$ cat config.mk
export PLATFORM = sky130hd
export DESIGN_NAME = keypad_matrix_scan
export DESIGN_NICKNAME = d
export VERILOG_FILES = /design/src/rtl/keypad_matrix_scan.sv
export SDC_FILE = /design/constraint.sdc
export NUM_CORES = 1
export LEC_CHECK = 0
export CAP_MARGIN = 10
export CORE_AREA = 3 3 84 86
export CTS_CLUSTER_SIZE = 14
export DETAILED_ROUTE_END_ITERATION = 8
export DIE_AREA = 0 0 87 89
export MAX_ROUTING_LAYER = met4
export PLACE_DENSITY = 0.45
export SLEW_MARGIN = 20
export SYNTH_ARGS = -nofsm -noshare
export SYNTH_HDL_FRONTEND = slang
export SYNTH_SLANG_ARGS = --single-unit
$ cat constraint.sdc
create_clock -name clk -period 5.09 [get_ports clk]
set_clock_uncertainty 0.2 [all_clocks]
set_input_delay 1.018 -clock clk [delete_from_list [all_inputs] [get_ports clk]]
set_output_delay 1.018 -clock clk [all_outputs]
set_load 0.01 [all_outputs]
$ cat src/rtl/keypad_matrix_scan.sv
// Row-scanning keypad matrix controller with tick-based press/release debounce.
// Optional autorepeat of key_valid while held is enabled by defining KEYPAD_AUTOREPEAT_EN.
module keypad_matrix_scan #(
  parameter int unsigned ROWS           = 4,
  parameter int unsigned COLS           = 4,
  parameter int unsigned SCAN_DIV       = 16,
  parameter int unsigned DEBOUNCE_SCANS = 4,
`ifdef KEYPAD_AUTOREPEAT_EN
  parameter int unsigned REPEAT_DELAY   = 64,
  parameter int unsigned REPEAT_RATE    = 16,
`endif
  localparam int unsigned CODE_W        = $clog2(ROWS * COLS)
) (
  input  logic              clk,
  input  logic              rst,
  input  logic [COLS-1:0]   col_n,
  output logic [ROWS-1:0]   row_n,
  output logic [CODE_W-1:0] key_code,
  output logic              key_valid,
  output logic              key_held,
  output logic              key_release
);

  localparam int unsigned DIV_W = $clog2(SCAN_DIV);
  localparam int unsigned ROW_W = $clog2(ROWS);
  localparam int unsigned COL_W = $clog2(COLS);

  typedef enum logic [1:0] {StScan, StDebounce, StHeld, StRelease} state_e;

  state_e            state_q;
  logic [DIV_W-1:0]  div_q;
  logic [ROW_W-1:0]  row_q;
  logic [7:0]        cnt_q;
  logic [CODE_W-1:0] cand_q;

`ifdef KEYPAD_AUTOREPEAT_EN
  logic [15:0]       rep_cnt_q;
  logic              rep_first_q;
  logic [15:0]       rep_inc;
  logic              rep_fire;
`endif

  logic              tick;
  logic              press;
  logic [COL_W-1:0]  det_col;
  logic [CODE_W-1:0] det_code;
  logic [ROW_W-1:0]  row_next;
  logic [7:0]        cnt_inc;
  logic              cnt_done;
  logic              cand_match;
  logic              held_match;

  assign tick       = (div_q == DIV_W'(SCAN_DIV - 1));
  assign row_next   = (row_q == ROW_W'(ROWS - 1)) ? '0 : row_q + ROW_W'(1);
  assign cnt_inc    = cnt_q + 8'd1;
  assign cnt_done   = (cnt_inc == 8'(DEBOUNCE_SCANS));
  assign det_code   = CODE_W'(32'(row_q) * COLS + 32'(det_col));
  assign cand_match = press && (det_code == cand_q);
  assign held_match = press && (det_code == key_code);

`ifdef KEYPAD_AUTOREPEAT_EN
  assign rep_inc  = rep_cnt_q + 16'd1;
  assign rep_fire = rep_first_q ? (rep_inc == 16'(REPEAT_DELAY)) : (rep_inc == 16'(REPEAT_RATE));
`endif

  // Lowest-index active column wins when several keys share the driven row.
  always_comb begin
    press   = 1'b0;
    det_col = '0;
    for (int c = int'(COLS) - 1; c >= 0; c--) begin
      if (!col_n[c]) begin
        press   = 1'b1;
        det_col = COL_W'(c);
      end
    end
  end

  always_comb begin
    row_n        = '1;
    row_n[row_q] = 1'b0;
  end

  always_ff @(posedge clk) begin
    if (rst) begin
      state_q     <= StScan;
      div_q       <= '0;
      row_q       <= '0;
      cnt_q       <= '0;
      cand_q      <= '0;
      key_code    <= '0;
      key_valid   <= 1'b0;
      key_held    <= 1'b0;
      key_release <= 1'b0;
`ifdef KEYPAD_AUTOREPEAT_EN
      rep_cnt_q   <= '0;
      rep_first_q <= 1'b1;
`endif
    end else begin
      div_q       <= tick ? '0 : div_q + DIV_W'(1);
      key_valid   <= 1'b0;
      key_release <= 1'b0;
      if (tick) begin
        unique case (state_q)
          StScan: begin
            if (press) begin
              cand_q  <= det_code;
              cnt_q   <= '0;
              state_q <= StDebounce;
            end else begin
              row_q <= row_next;
            end
          end
          StDebounce: begin
            if (!cand_match) begin
              state_q <= StScan;
            end else if (cnt_done) begin
              key_code  <= cand_q;
              key_valid <= 1'b1;
              key_held  <= 1'b1;
              state_q   <= StHeld;
`ifdef KEYPAD_AUTOREPEAT_EN
              rep_cnt_q   <= '0;
              rep_first_q <= 1'b1;
`endif
            end else begin
              cnt_q <= cnt_inc;
            end
          end
          StHeld: begin
            if (!held_match) begin
              cnt_q   <= '0;
              state_q <= StRelease;
`ifdef KEYPAD_AUTOREPEAT_EN
            end else if (rep_fire) begin
              key_valid   <= 1'b1;
              rep_cnt_q   <= '0;
              rep_first_q <= 1'b0;
            end else begin
              rep_cnt_q <= rep_inc;
`endif
            end
          end
          StRelease: begin
            if (held_match) begin
              state_q <= StHeld;
            end else if (press) begin
              // Another key in the frozen row breaks the run of clean no-press ticks.
              cnt_q <= '0;
            end else if (cnt_done) begin
              key_release <= 1'b1;
              key_held    <= 1'b0;
              cnt_q       <= '0;
              state_q     <= StScan;
            end else begin
              cnt_q <= cnt_inc;
            end
          end
          default: state_q <= StScan;
        endcase
      end
    end
  end

endmodule

# Word-level counts from Yosys, hierarchy flattened
# Index checks and enable logic that the tools add are counted.
[word_totals]
elab_cells = 88
romBits = 0
latch_bits = 0
mem_count = 0
regBits = 27
out_inout_bits = 11
in_bits = 6
ramBits = 0
[classes]
reduce_logical = 14
shift = 0
n_lt_le_gt_ge = 2
eq_ne = 19
bitwise = 6
mux = 34
add_sub_neg = 4
mul = 0
div = 0
[ops]
columns = ["cell", "count"]
rows = [
  ["2-to-1 mux 8 bit", 7],
  ["case mux 8 bit (4 select lines)", 1],
  ["2-to-1 mux 2 bit", 12],
  ["inequality test 2 bit, second input constant", 8],
  ["AND reduction 6 bit", 2],
  ["2-to-1 mux 1 bit", 11],
  ["inequality test 3 bit, second input constant", 3],
  ["adder 8 x 1 -> 8 bit, second input constant", 1],
  ["== test 4 bit", 2],
  ["== test 8 x 3 -> 1 bit, second input constant", 1],
  ["case mux 2 bit (4 select lines)", 1],
  ["AND reduction 7 bit", 1],
  ["== test 2 bit, second input constant", 3],
  ["AND reduction 3 bit", 2],
  ["NOT 1 bit", 5],
  ["OR reduction 5 bit", 1],
  ["adder 4 x 1 -> 4 bit, second input constant", 1],
  ["adder 4 x 2 -> 4 bit", 1],
  ["== test 4 bit, second input constant", 1],
  ["NOT 4 bit", 1],
  ["AND reduction 4 bit", 1],
  ["OR reduction 4 bit", 1],
  ["logical AND 1 bit", 3],
  ["< comparator 2 x 3 -> 1 bit, second input constant", 1],
  ["8 further kinds", 8],
]

# Depth between registers and ports, before layout
# Gate-level depths: netlist of the first run.
[depth]
depth_word = 9
depth_mapped = 8
mapped_depth_nobuf = 7

# Worst setup path before layout of the first run
# No wires, ideal clock.
[synth_path]
path_kind = "input -> register"
startpoint = "in col_n[0]"
endpoint = "reg cnt_q[4]"
setup_ns = 0.117
required_time_ns = 4.773
setup_slack_ns = 2.267
stages = 7
t_arrival_ns = 2.506
n_path_buf = 1
cell_sequence = "and4_1 -> buf_2 -> nor3_2 -> nand3_2 -> o311ai_4 -> o2111ai_1 -> a32o_1"
[synth_between]
elab_chain_cells = 6
elab_cells_between_ends = 15
classes_between = "add/sub: 1; eq/ne: 6; mux: 5; reduce/logical: 3"
[synth_lines]
columns = ["element", "line", "rtl"]
rows = [
  ["start, declared", "16", "input logic [COLS-1:0] col_n,"],
  ["2-to-1 mux 2 bit", "71", "if (!col_n[c]) begin"],
  ["adder 4 x 2 -> 4 bit", "57", "assign det_code = CODE_W'(32'(row_q) * COLS + 32'(det_col));"],
  ["== test 4 bit, on equally long branches", "59, 58", ""],
  ["logical AND 1 bit, on equally long branches", "59, 58", ""],
  ["inequality test 2 bit (no line)", "-", ""],
  ["AND reduction 6 bit (no line)", "-", ""],
  ["end signal, assigned", "126", "cnt_q <= cnt_inc;"],
  ["end signal, assigned", "155", "cnt_q <= cnt_inc;"],
  ["end, declared", "33", "logic [7:0] cnt_q;"],
]
# Several ways; a longest one is shown, not always the timed one. The select of a mux whose other input is x is not followed.
# A chain may end at the register's enable or synchronous reset.

# Worst setup path in the final report of the first run
[layout_path]
startpoint = "in col_n[1]"
endpoint = "reg cnt_q[6]"
[layout_between]
elab_chain_cells = 7
elab_cells_between_ends = 17
classes_between = "add/sub: 1; eq/ne: 6; mux: 7; reduce/logical: 3"
[layout_lines]
columns = ["element", "line"]
rows = [
  ["2-to-1 mux 2 bit (2 in series)", "71"],
  ["adder 4 x 2 -> 4 bit", "57"],
  ["== test 4 bit, on equally long branches", "59, 58"],
  ["logical AND 1 bit, on equally long branches", "59, 58"],
  ["inequality test 2 bit (no line)", "-"],
  ["AND reduction 6 bit (no line)", "-"],
]
# Several ways; a longest one is shown, not always the timed one. The select of a mux whose other input is x is not followed.

==> results of run 1 <==
[sequential cells by signal, summed over array words and instances, names as in the netlist]
name,flops
key_code,4
div_q,4
key_release,1
key_held,1
cnt_q,8
state_q,2
cand_q,4
row_q,2
key_valid,1
[worst max-delay path by stage]
stage                     cells after the start     start       end  slack (ns)
after global placement                        7  col_n[1]  cnt_q[5]        1.42
after CTS                                     7  col_n[1]  cnt_q[5]        1.66
after global routing                          7  col_n[1]  cnt_q[4]        1.35
after floorplan                               7  col_n[0]  cnt_q[4]        2.27
final                                         7  col_n[1]  cnt_q[6]        1.65
after detailed placement                      7  col_n[1]  cnt_q[5]        1.35
[kinds of logic (layout without fill, tap and decap cells)]
| kind of cell | Yosys count | count (layout) | share of synthesized area [%] |
|---|---|---|---|
| compound gates | 37 | 37 | 17.93 |
| buf+inv | 25 | 35 | 8.097 |
| fa+ha+maj | 6 | 6 | 4.717 |
| mux | 4 | 4 | 2.516 |
| simple gates | 76 | 76 | 28.93 |
| xor+xnor | 7 | 7 | 3.852 |
| flops | 27 | 27 | 33.96 |
[placed cells by master (no fill, tap or decap), types with 2 or more instances in the layout]
cell / synthesis / layout
and3_1: 5 / 5
o21ai_0: 4 / 4
a32o_1: 5 / 5
o2111ai_1: 3 / 3
ha_1: 6 / 6
nor3_1: 9 / 9
nor2_1: 13 / 13
clkbuf_8: 0 / 3
nor3b_1: 3 / 3
nor3_2: 2 / 2
mux2i_1: 4 / 4
nand3_1: 7 / 7
inv_1: 14 / 14
xor2_1: 4 / 4
xnor2_1: 3 / 3
a21oi_1: 11 / 11
nor4_1: 2 / 2
clkdlybuf4s50_1: 0 / 16
and4_1: 2 / 2
nand2_1: 14 / 14
nand4_1: 6 / 6
dfxtp_1: 27 / 27
[metal layers]
metal,up-vias,wire length (microns),track usage [%]
li1,678,-,-
met1,623,1743,12.96
met2,33,1618,17.05
met3,6,113,1.106
met4,0,48,3.399
met5,-,0,-
[worst max-delay path, cell delays in order]
cell and delay, ns:
clkdlybuf4s50_1 0.57, nand2_1 0.15, o21a_1 0.21, nor4_1 0.38, nand4_1 0.45, and4_1 0.39
a32o_1 0.23
[synthesized netlist by cell type, types with 2 or more instances]
master and instances:
dfxtp_1 27, inv_1 14, nand2_1 14, nor2_1 13, a21oi_1 11, nor3_1 9, nand3_1 7, ha_1 6
nand4_1 6, a32o_1 5, and3_1 5, clkbuf_1 5, buf_6 4, mux2i_1 4, o21ai_0 4, xor2_1 4
nor3b_1 3, o2111ai_1 3, xnor2_1 3, and4_1 2, nor3_2 2, nor4_1 2
[where the power goes]
group	internal, mW	switching, mW	total, mW	leakage, nW
clock network	0.0549	0.0689	0.124	0.0255
registers	0.213	0.00192	0.215	0.218
logic	0.0109	0.0152	0.0261	0.376
[cell type report]
cell class | instances | area, sq um
tap | 77 | 96.34
timing repair buffer | 17 | 167.7
sequential | 27 | 540.5
inverter | 14 | 52.55
fill | 679 | 4524
clock buffer | 3 | 41.29
clock inverter | 1 | 5.005
multi-input combinational | 130 | 922.1
==> results.cfg, run 1 <==
[place]
placed_area_sq_um = 1779
portBuffers = 16
dp_slack_ns = 1.350
place_congestion = 0.7546
dp_hpwl_mm = 2.597
dpl.cell_count = 265

[synth]
synth_top_area_share_pct = 33.96
ys_seq_area_share_pct = 33.96
synth_area_leader_cell = dfxtp_1
syn-instance-count = 182
synthesis.nets = 194
yosysWarnings = 0
syn_avg_cell_area_sq_um = 8.745
netlist-cell-type-count = 51
synthFlopType = dfxtp_1
async_reset_ff_share_pct = 0
synth_area_sq_um = 1592
synth_edf_count = 0
synth_area_leaders = dfxtp_1 34%, ha_1 4.7%, a21oi_1 3.5%
synth-seq-cells = 27

[floorplan]
start_util_pct = 25.06
die_h_microns = 89
dieWidth_microns = 87
io_pins = 17
die-area_sq_um = 7743
rows = 29
core_sq_um = 6350

[cells_and_area]
finalInstanceArea_sq_um = 1826
layout-drive-gt1-share_pct = 8.854
areaGrowthSynthToFinish_pct = 14.70
final_util_pct = 28.75
final_nets = 205
instances_no_fill = 269
num_antenna_cells = 0

[clocking]
cts.clk_slew.worst_paths_ns = 0.10
htreeDepth = 1
clk_latency_ns = 0.27
postCtsSetupBuffers = 0
cts_sinks = 27
clockBufferDepth = 2
ctsHoldBuffers = 0
cts_resized = 0
cts_buffers = 3
cts_tree = built
root_buffer = clkbuf_8

[setup_path]
reg2reg_depth = 7
cp-start-kind = primary input
r2r_slack_ns = 2.60
r2r-start = cnt_q[0]
crit_required_ns = 5.06
cp.arrival_ns = 3.41
critPathCaptureType = flip-flop
worstSetupPathType = in -> reg
critical_path.max_fanout = 11
reg2reg_to = key_code[0]

[run]
cap_violations = 0

[sta]
hold_violations = 0
relSlewSlack_pct = 62.76
max_freq_ghz = 0.2911
min_period_over_period_pct = 67.50
fin_ws_ns = 1.654
whs_ns = 0.2955
setup_violations = 0
rsz0062_at_grt = no
fin_setup_tns_ns = 0
tightestPinTransition_ns = 0.5562
slew_viol_final = 0
fin_crit_ns = 3.436

[route]
route.detailed.drc = 0
wl_mm = 3.522
dr.pass1.iters = 4
dr.first_iter.drc_count = 96
antenna_left = 0
vias = 1340
viasPerCell = 4.981
post_drt_wl_per_cell_microns = 13.09

[grt]
track_usage_pct = 10.25
overflow = 0
grt_pass1_vias = 1323
antenna_found_initial = 0
grt_pass1_wl_mm = 6.216
grt_max_degree = 21

[worst_hold_path]
hold_class = reg -> reg
hp-start = cand_q[3]
hold_depth = 2
hold_end = cand_q[3]

[pwr]
ir_drop_v = 0.00009084
power_density_nw_per_um2 = 199.9
power.static_leakage_nw = 0.6191
p_total_mw = 0.3650

[outcome]
status = finished, final reports clean
Note: power is estimated with default switching activity, not from simulation.
==> run 2: changes to the inputs <==
- PLACE_DENSITY: 0.45 -> 0.47
- clock period: 5.09 -> 2.8 ns (I/O delays scaled with it)
==> run 2 against run 1 <==
  * Core utilization grew 2.2 points
  * Die area is the same
  * Clock-buffer cell count is the same
  * Total power grew 90%
  * Hold slack lost 0.0011 ns
  * Global-route usage grew 0.59 points
  * Combinational power grew 120%
  * Routed wire length grew 2.6%
  * Critical endpoint is now cnt_q[2]
  * Clock power grew 98%
  * Sequential share of layout area shrank 2.1 points
  * Setup slack lost 1.4 ns
==> results.cfg, run 2 (synthesis results as in run 1) <==
[place]
dpl.cell_count = 282
dp_slack_ns = -0.1743
place_congestion = 0.8507
dp_hpwl_mm = 2.743
portBuffers = 16

[route]
route.detailed.drc = 0
post_drt_wl_per_cell_microns = 12.63
dr.pass1.iters = 4
antenna_left = 0
vias = 1369
wl_mm = 3.613
dr.first_iter.drc_count = 80
viasPerCell = 4.787

[setup_path]
r2r-start = cnt_q[5]
crit_chain = clkdlybuf4s50_1 > and2_0 > o21ai_0 > nand3_2 > o311ai_4 > and4_1 > a32o_1
cpPeakStageDelay_ns = 0.46
critical_path.max_fanout = 8
cp.arrival_ns = 2.60
reg2reg_to = cnt_q[2]
worstSetupPathType = in -> reg
cp-start-kind = primary input
r2r_slack_ns = 0.43
crit_family = compound AO/OA/AOI/OAI gates
critPathCaptureType = flip-flop
slowest_stage = clkdlybuf4s50_1
reg2reg_depth = 6
crit_required_ns = 2.82
cp_num_buf_inv = 1

[floorplan]
die-area_sq_um = 7743
dieWidth_microns = 87
core_sq_um = 6350
die_h_microns = 89
rows = 29
start_util_pct = 25.06
io_pins = 17

[clocking]
cts_resized = 0
clk_latency_ns = 0.28
cts_tree = built
htreeDepth = 1
postCtsSetupBuffers = 0
root_buffer = clkbuf_8
ctsHoldBuffers = 0
clockBufferDepth = 2
cts.clk_slew.worst_paths_ns = 0.11
cts_sinks = 27
cts_buffers = 3

[sta]
rsz0062_at_grt = no
relSlewSlack_pct = 63.58
fin_crit_ns = 2.579
setup_violations = 0
fin_ws_ns = 0.2211
tightestPinTransition_ns = 0.5440
min_period_over_period_pct = 92.10
slew_viol_final = 0
fin_setup_tns_ns = 0
max_freq_ghz = 0.3878
hold_violations = 0

[cells_and_area]
regMostFlops = cnt_q
final_nets = 222
final_common_cell = dfxtp_1
layout-drive-gt1-share_pct = 16.75
multi_input_area_sq_um = 928.4
largest_reg_flops = 8
nFillCells = 661
num_antenna_cells = 0
areaGrowthSynthToFinish_pct = 23.35
final_cell_mix = 27 x dfxtp_1, 18 x buf_4, 16 x clkdlybuf4s50_1
instances_no_fill = 286
seqCellArea_sq_um = 540.5

[pwr]
ir_drop_v = 0.0001979
power.static_leakage_nw = 0.7052
p_total_mw = 0.6931
power_density_nw_per_um2 = 353.0

[grt]
grt_max_degree = 18
grt_pass1_vias = 1388
grt_pass1_wl_mm = 6.596
track_usage_pct = 10.84
overflow = 0
antenna_found_initial = 0

[worst_hold_path]
hold_depth = 2
hp-start = cand_q[2]
hold_class = reg -> reg
hold_end = cand_q[2]

[outcome]
status = finished, final reports clean

[run]
cap_violations = 0
run 2: worst max path at each step:
stage          startpoint        to  cells after the start
2_1_floorplan    col_n[0]  cnt_q[4]                      7
3_3_place_gp     col_n[2]  cnt_q[7]                      7
3_5_place_dp     col_n[2]  cnt_q[6]                      7
4_1_cts          col_n[2]  cnt_q[2]                      7
5_1_grt          col_n[2]  cnt_q[6]                      7
6_report         col_n[2]  cnt_q[2]                      7
run 2: where the power goes:
part	total, mW	internal [mW]	switching [mW]
clock	0.245	0.105	0.140
sequential	0.391	0.388	0.00356
combinational	0.0572	0.0279	0.0293
total	0.693	0.520	0.173
run 2: routing by layer:
layer | wire (microns) | track usage, % | vias to the layer above
li1 | - | - | 716
met4 | 40 | 2.975 | 0
met3 | 98 | 1.475 | 2
met1 | 1828 | 14.96 | 631
met5 | 0 | - | -
met2 | 1645 | 16.56 | 20
run 2: worst min-delay path: cells and delay by family (launching register included):
kind | cells | cell delay [ns]
AO/OA/AOI/OAI | 1 | 0.06
AND/OR/NAND/NOR | 1 | 0.06
flip-flops | 1 | 0.34
run 2: area by class of cell:
class,count,share of cell area [%]
timing repair buffer,34,15.04
tap,77,4.908
clock buffer,3,2.103
sequential,27,27.53
clock inverter,1,0.4461
inverter,14,2.677
multi-input combinational,130,47.29
run 2: metrics by stage:
stage               instance area (sq um)  util, %  hold WS (ns)
finish                               1963    30.92        0.2944
global route                         1963    30.92        0.3269
CTS                                  1957    30.82        0.2963
detailed placement                   1907    30.03        0.2801
global placement                     1907    30.03        0.2754
floorplan                            1592        -        0.2569
